### src/rtl/prng_pkg.sv
// prng_pkg: shared FSM state encoding, operation encodings and result offset for prng_ctrl.
package prng_pkg;
   typedef enum logic [2:0] {ST_IDLE, ST_SEED, ST_RUN, ST_CAP, ST_WB} state_e;
   typedef enum logic [1:0] {OP_SEED = 2'd0, OP_GEN = 2'd1} op_e;
   localparam int unsigned PRNG_RES_OFS = 7287;
endpackage

### src/rtl/prng_dly_cnt.sv
// prng_dly_cnt: PRNG step down-counter; loads the step count, decrements once per step.
//   clk, reset_b : clock, async active-low reset
//   load_i/val_i : load val_i into the counter
//   dec_i        : decrement by one
//   last_o       : counter is at 1, i.e. the current step is the final one
module prng_dly_cnt #(
   parameter int unsigned W = 8
) (
   input  logic         clk,
   input  logic         reset_b,
   input  logic         load_i,
   input  logic         dec_i,
   input  logic [W-1:0] val_i,
   output logic         last_o
);
   logic [W-1:0] cnt_q, cnt_d;
   always_comb cnt_d = load_i ? val_i : dec_i ? cnt_q - W'(1) : cnt_q;
   always_ff @(posedge clk or negedge reset_b)
      if (!reset_b) cnt_q <= '0;
      else          cnt_q <= cnt_d;
   assign last_o = cnt_q == W'(1);
endmodule

### src/rtl/prng_ctrl.sv
// prng_ctrl: sequences PRNG seed/step operations and writes the offset result to the GPRF.
//   clk, reset_b                    : clock, async active-low reset
//   t_cs, req_rdy, req_typ/imm/dly  : request handshake (0=SEED, 1=GEN, others illegal)
//   prng_en, prng_t_sel, prng_t_dat : PRNG control (load seed when t_sel=1, else step)
//   prng_dat                        : current PRNG output
//   gprf_wr_vld/dat/ack             : result write-back handshake
//   busy, err                       : not idle; one-cycle illegal-request pulse
module prng_ctrl
   import prng_pkg::*;
#(
   parameter int unsigned PRNG_DAT_W = 16,
   parameter int unsigned DLY_W      = 8,
   parameter int unsigned PRNG_TYP_W = 2,
   parameter int unsigned RES_OFS    = PRNG_RES_OFS
) (
   input  logic                  clk,
   input  logic                  reset_b,
   input  logic                  t_cs,
   output logic                  req_rdy,
   input  logic [PRNG_TYP_W-1:0] req_typ,
   input  logic [PRNG_DAT_W-1:0] req_imm,
   input  logic [DLY_W-1:0]      req_dly,
   output logic                  prng_en,
   output logic                  prng_t_sel,
   output logic [PRNG_DAT_W-1:0] prng_t_dat,
   input  logic [PRNG_DAT_W-1:0] prng_dat,
   output logic                  gprf_wr_vld,
   output logic [PRNG_DAT_W-1:0] gprf_wr_dat,
   input  logic                  gprf_wr_ack,
   output logic                  busy,
   output logic                  err
);
   state_e                  state_q;
   logic                    en_q, sel_q, vld_q, err_q, last;
   logic [PRNG_DAT_W-1:0]   seed_q, wr_dat_q;
   logic                    accept, is_seed, is_gen;

   assign accept  = t_cs && state_q == ST_IDLE;
   assign is_seed = req_typ == PRNG_TYP_W'(OP_SEED);
   assign is_gen  = req_typ == PRNG_TYP_W'(OP_GEN);

   prng_dly_cnt #(.W(DLY_W)) u_cnt (
      .clk     (clk),
      .reset_b (reset_b),
      .load_i  (accept && is_gen),
      .dec_i   (state_q == ST_RUN),
      .val_i   (req_dly),
      .last_o  (last)
   );

   // Outputs are registered, so prng_en is set on the edge that enters the stepping cycle.
   always_ff @(posedge clk or negedge reset_b)
      if (!reset_b) begin
         state_q  <= ST_IDLE;
         en_q     <= 1'b0;
         sel_q    <= 1'b0;
         seed_q   <= '0;
         vld_q    <= 1'b0;
         wr_dat_q <= '0;
         err_q    <= 1'b0;
      end else begin
         en_q  <= 1'b0;
         sel_q <= 1'b0;
         err_q <= 1'b0;
         case (state_q)
            ST_IDLE:
               if (accept) begin
                  if (is_seed) begin
                     state_q <= ST_SEED;
                     en_q    <= 1'b1;
                     sel_q   <= 1'b1;
                     seed_q  <= req_imm;
                  end else if (is_gen) begin
                     state_q <= req_dly != '0 ? ST_RUN : ST_CAP;
                     en_q    <= req_dly != '0;
                  end else err_q <= 1'b1;
               end
            ST_SEED: state_q <= ST_IDLE;
            ST_RUN:
               if (last) state_q <= ST_CAP;
               else      en_q    <= 1'b1;
            ST_CAP: begin
               wr_dat_q <= prng_dat + PRNG_DAT_W'(RES_OFS);
               vld_q    <= 1'b1;
               state_q  <= ST_WB;
            end
            ST_WB:
               if (gprf_wr_ack) begin
                  vld_q   <= 1'b0;
                  state_q <= ST_IDLE;
               end
            default: state_q <= ST_IDLE;
         endcase
      end

   assign req_rdy     = state_q == ST_IDLE;
   assign busy        = state_q != ST_IDLE;
   assign prng_en     = en_q;
   assign prng_t_sel  = sel_q;
   assign prng_t_dat  = seed_q;
   assign gprf_wr_vld = vld_q;
   assign gprf_wr_dat = wr_dat_q;
   assign err         = err_q;
endmodule

### config.mk
export PLATFORM = sky130hd
export DESIGN_NAME = prng_ctrl
export DESIGN_NICKNAME = d
export VERILOG_FILES = /design/src/rtl/prng_pkg.sv /design/src/rtl/prng_dly_cnt.sv /design/src/rtl/prng_ctrl.sv
export SDC_FILE = /design/constraint.sdc
export NUM_CORES = 1
export LEC_CHECK = 0
export ABC_CLOCK_PERIOD_IN_PS = 2200
export BUFFER_PORTS_ARGS = -buffer_cell sky130_fd_sc_hd__buf_2
export CAP_MARGIN = 20
export CORE_MARGIN = 1.5
export CORE_UTILIZATION = 44
export DETAILED_ROUTE_END_ITERATION = 10
export PLACE_DENSITY = 0.76
export SLEW_MARGIN = 20
export SYNTH_ARGS = -nofsm -noshare
export SYNTH_HDL_FRONTEND = slang
export SYNTH_SLANG_ARGS = --single-unit
### constraint.sdc
create_clock -name clk -period 2.2 [get_ports clk]
set_clock_uncertainty 0.1 [all_clocks]
set_input_delay 0.22 -clock clk [delete_from_list [all_inputs] [get_ports clk]]
set_output_delay 0.22 -clock clk [all_outputs]
set_load 0.05 [all_outputs]
==> results.toml <==
[global_route]
grt_busiest_layer = "met2"
grt_max_degree = 48
gr-usage-all-layers_pct = 18.20
antenna_found_initial = 0
overflow = 0
met1_usage_pct = 22.95
grt_pass1_wl_mm = 7.596
grtUsageMet3_pct = 4.664
use_met2_pct = 28.93
grt_pass1_vias = 1747

[sta]
fmax_mhz = 473.9
period_minus_slack_ns = 2.110
hold_viol_final = 0
slew_violations = 0
finalSetupViolCount = 0
rsz0062_at_grt = "false"
fin_crit_sh_pct = 95.92
slew_headroom_pct = 61.36
fin_setup_tns_ns = 0
tightest_slew_ns = 0.5797

[synth]
synthesis.area_um2 = 2210
yosysWarnings = 0
synth_area_leaders = "dfrtp_1 53%, nand2_1 13%, xnor2_1 3.6%"
ys_ff_latch = 47
ys_seq_area_share_pct = 53.23
synth_area_per_cell_um2 = 9.093
synth_commonest_cells = "78 x nand2_1, 47 x dfrtp_1, 12 x o21ai_0"
synth_top_cell_by_area = "dfrtp_1"
synth.most_common_cell = "nand2_1"
synth_edf_count = 0
async_flop_share_pct = 100.0
synth_top_cell_area_share_pct = 53.23
synth_cell_types = 37
ys.flop_type = "dfrtp_1"
synthCells = 243
mappedNetlistNets = 292

[layout]
fill_cells = 443
diodes = 0
final_core_util_pct = 59.29
multiInputGateArea_um2 = 980.9
area_growth_pct = 28.43
nNetsFinal = 381
final-seq-area_um2 = 1176
drive_gt1_share_pct = 30.63

[outcome]
status = "finished clean"

[placed_design]
io_buffers = 83
dp_hpwl_mm = 3.587
gp_congestion = 0.8594

[clock_network]
numCtsBuffers = 5
worstSkewPairLatency_ns = 0.29
cts_setup_buffers = 0
cts_tree = "built"
ctsResizeCount = 0
clk_pin_slew_ns = 0.08
root_buffer = "clkbuf_8"
cts.sinks = 47
htree_num_levels = 2
clockBufferDepth = 2

[route]
wire_per_inst_um = 11.53
ant_nets = 0
drt_iter0_markers = 59
num_vias = 1950
drc = 0
dr.pass1.iters = 4
vias_per_cell = 4.875
wl_mm = 4.613

[die]
die_area_um2 = 5456
initial_utilization_pct = 46.17
die_y_um = 73.87
core_area_um2 = 4786
pin_count = 84
row_count = 25
dieWidth_um = 73.87

[worst_setup_path]
cp.arrival_ns = 2.19
reg2reg_slack_ns = 0.09
path_class = "flop to flop"
start_kind = "flop"
reg2reg_depth = 4
cp_max_fo = 5
cp_data_required_time_ns = 2.28
critPathCaptureType = "flop"

[worst_hold_path]
hp-class = "primary input to flop"
whs_path_depth = 3

[power_and_ir_drop]
power_density_nw_per_um2 = 1615
pwr-share-clk_pct = 12.2
irDropWorstVdd_v = 0.0007574
comb_power_share_pct = 54.3
switchingPower_w = 0.002394
internal_power_w = 0.002189
total_leakage_power_nw = 1.480
power_switching_share_pct = 52.23
p_seq_share_pct = 33.6

[flow_run]
cap_viol_max_count = 0
power by group through the flow:
stage | combinational, W | clock [W] | sequential, W
global route | 0.00268 | 0.000616 | 0.00159
detailed placement | 0.00251 | 0 | 0.00155
CTS | 0.00251 | 0.000586 | 0.00154
floorplan | 0.000833 | 0 | 0.00261
global placement | 0.00247 | 0 | 0.00154
finish | 0.00249 | 0.000557 | 0.00154
per-stage QoR:
step                      setup slack (ns)  std cells  cell area (µm²)  hold WS (ns)  total power, W
final                              0.08970        400             2838       0.01874        0.004583
after floorplan                    0.04479        243             2216       -0.1756        0.003441
after CTS                           0.1032        400             2838      0.005076        0.004639
after global routing               0.06322        400             2838       0.01422        0.004893
after global placement              0.1418        391             2724        0.2474        0.004005
after detailed placement            0.1040        391             2724        0.2509        0.004067
metal layers:
metal  vias up  part of all wire [%]
li1       1002                     -
met1       888                    45
met2        55                    48
met3         5                   5.3
met4         0                   1.5
met5         -                     0
sequential cells by signal, indices dropped and copies added (netlist names):
signal,flops
state_q,3
u_cnt.cnt_q,8
gprf_wr_vld,1
prng_t_dat,16
gprf_wr_dat,16
prng_t_sel,1
err,1
prng_en,1
cell usage in the layout, fill, tap and decap left out, drive strengths merged, types with 2 or more instances in the layout:
| cell type | synthesis | routed |
|---|---|---|
| nor3b | 5 | 5 |
| or3 | 2 | 2 |
| clkbuf | 5 | 7 |
| xnor2 | 9 | 9 |
| a21oi | 7 | 7 |
| a221o | 3 | 3 |
| nor2 | 10 | 10 |
| ha | 3 | 3 |
| or4 | 2 | 2 |
| and3 | 2 | 2 |
| nand3b | 2 | 2 |
| nor3 | 6 | 6 |
| dfrtp | 47 | 47 |
| xor2 | 3 | 3 |
| o21ai | 19 | 19 |
| nor2b | 4 | 4 |
| nand3 | 6 | 6 |
| o211ai | 2 | 2 |
| inv | 8 | 8 |
| buf | 2 | 88 |
| nor4 | 6 | 6 |
| nand2 | 78 | 78 |
kinds of logic (layout without fill, tap and decap cells):
| kind of cell | after synthesis | count (layout) | synth area share (%) |
|---|---|---|---|
| fa+ha+maj | 3 | 3 | 1.699 |
| compound gates | 40 | 40 | 11.21 |
| mux | 1 | 1 | 0.4530 |
| buf+inv | 15 | 105 | 2.662 |
| simple gates | 125 | 125 | 25.99 |
| flops | 47 | 47 | 53.23 |
| xor+xnor | 12 | 12 | 4.757 |
final cells by class:
class                           count  share of cell area (%)
Tap cell                           67                   2.954
Clock inverter                      1                  0.2646
Multi-Input combinational cell    181                   34.57
Inverter                            8                   1.058
Sequential cell                    47                   41.45
Timing Repair Buffer               89                   16.31
Clock buffer                        7                   3.395
path summary, 6_finish.rpt:
kind | start | to
worst max-delay path | u_cnt.cnt_q[4] | u_cnt.cnt_q[7]
worst min-delay path | req_imm[10] | prng_t_dat[10]
worst max register to register | u_cnt.cnt_q[4] | u_cnt.cnt_q[7]
worst min register to register | prng_t_dat[15] | prng_t_dat[15]
max in group asynchronous | reset_b | err
min in group asynchronous | reset_b | u_cnt.cnt_q[5]
critical path: stages, from the launching register on:
cell     delay (ns)
dfrtp_1        0.43
or4_4          0.56
or4_4          0.43
a21o_1         0.19
a221o_1        0.29
what timing repair did:
item / 4_1_cts / 5_1_grt
hold buffers: 1 / 0
setup endpoints to repair: 0 / 0
hold endpoints to repair: 47 / 0
(Power assumes the default switching activity.)
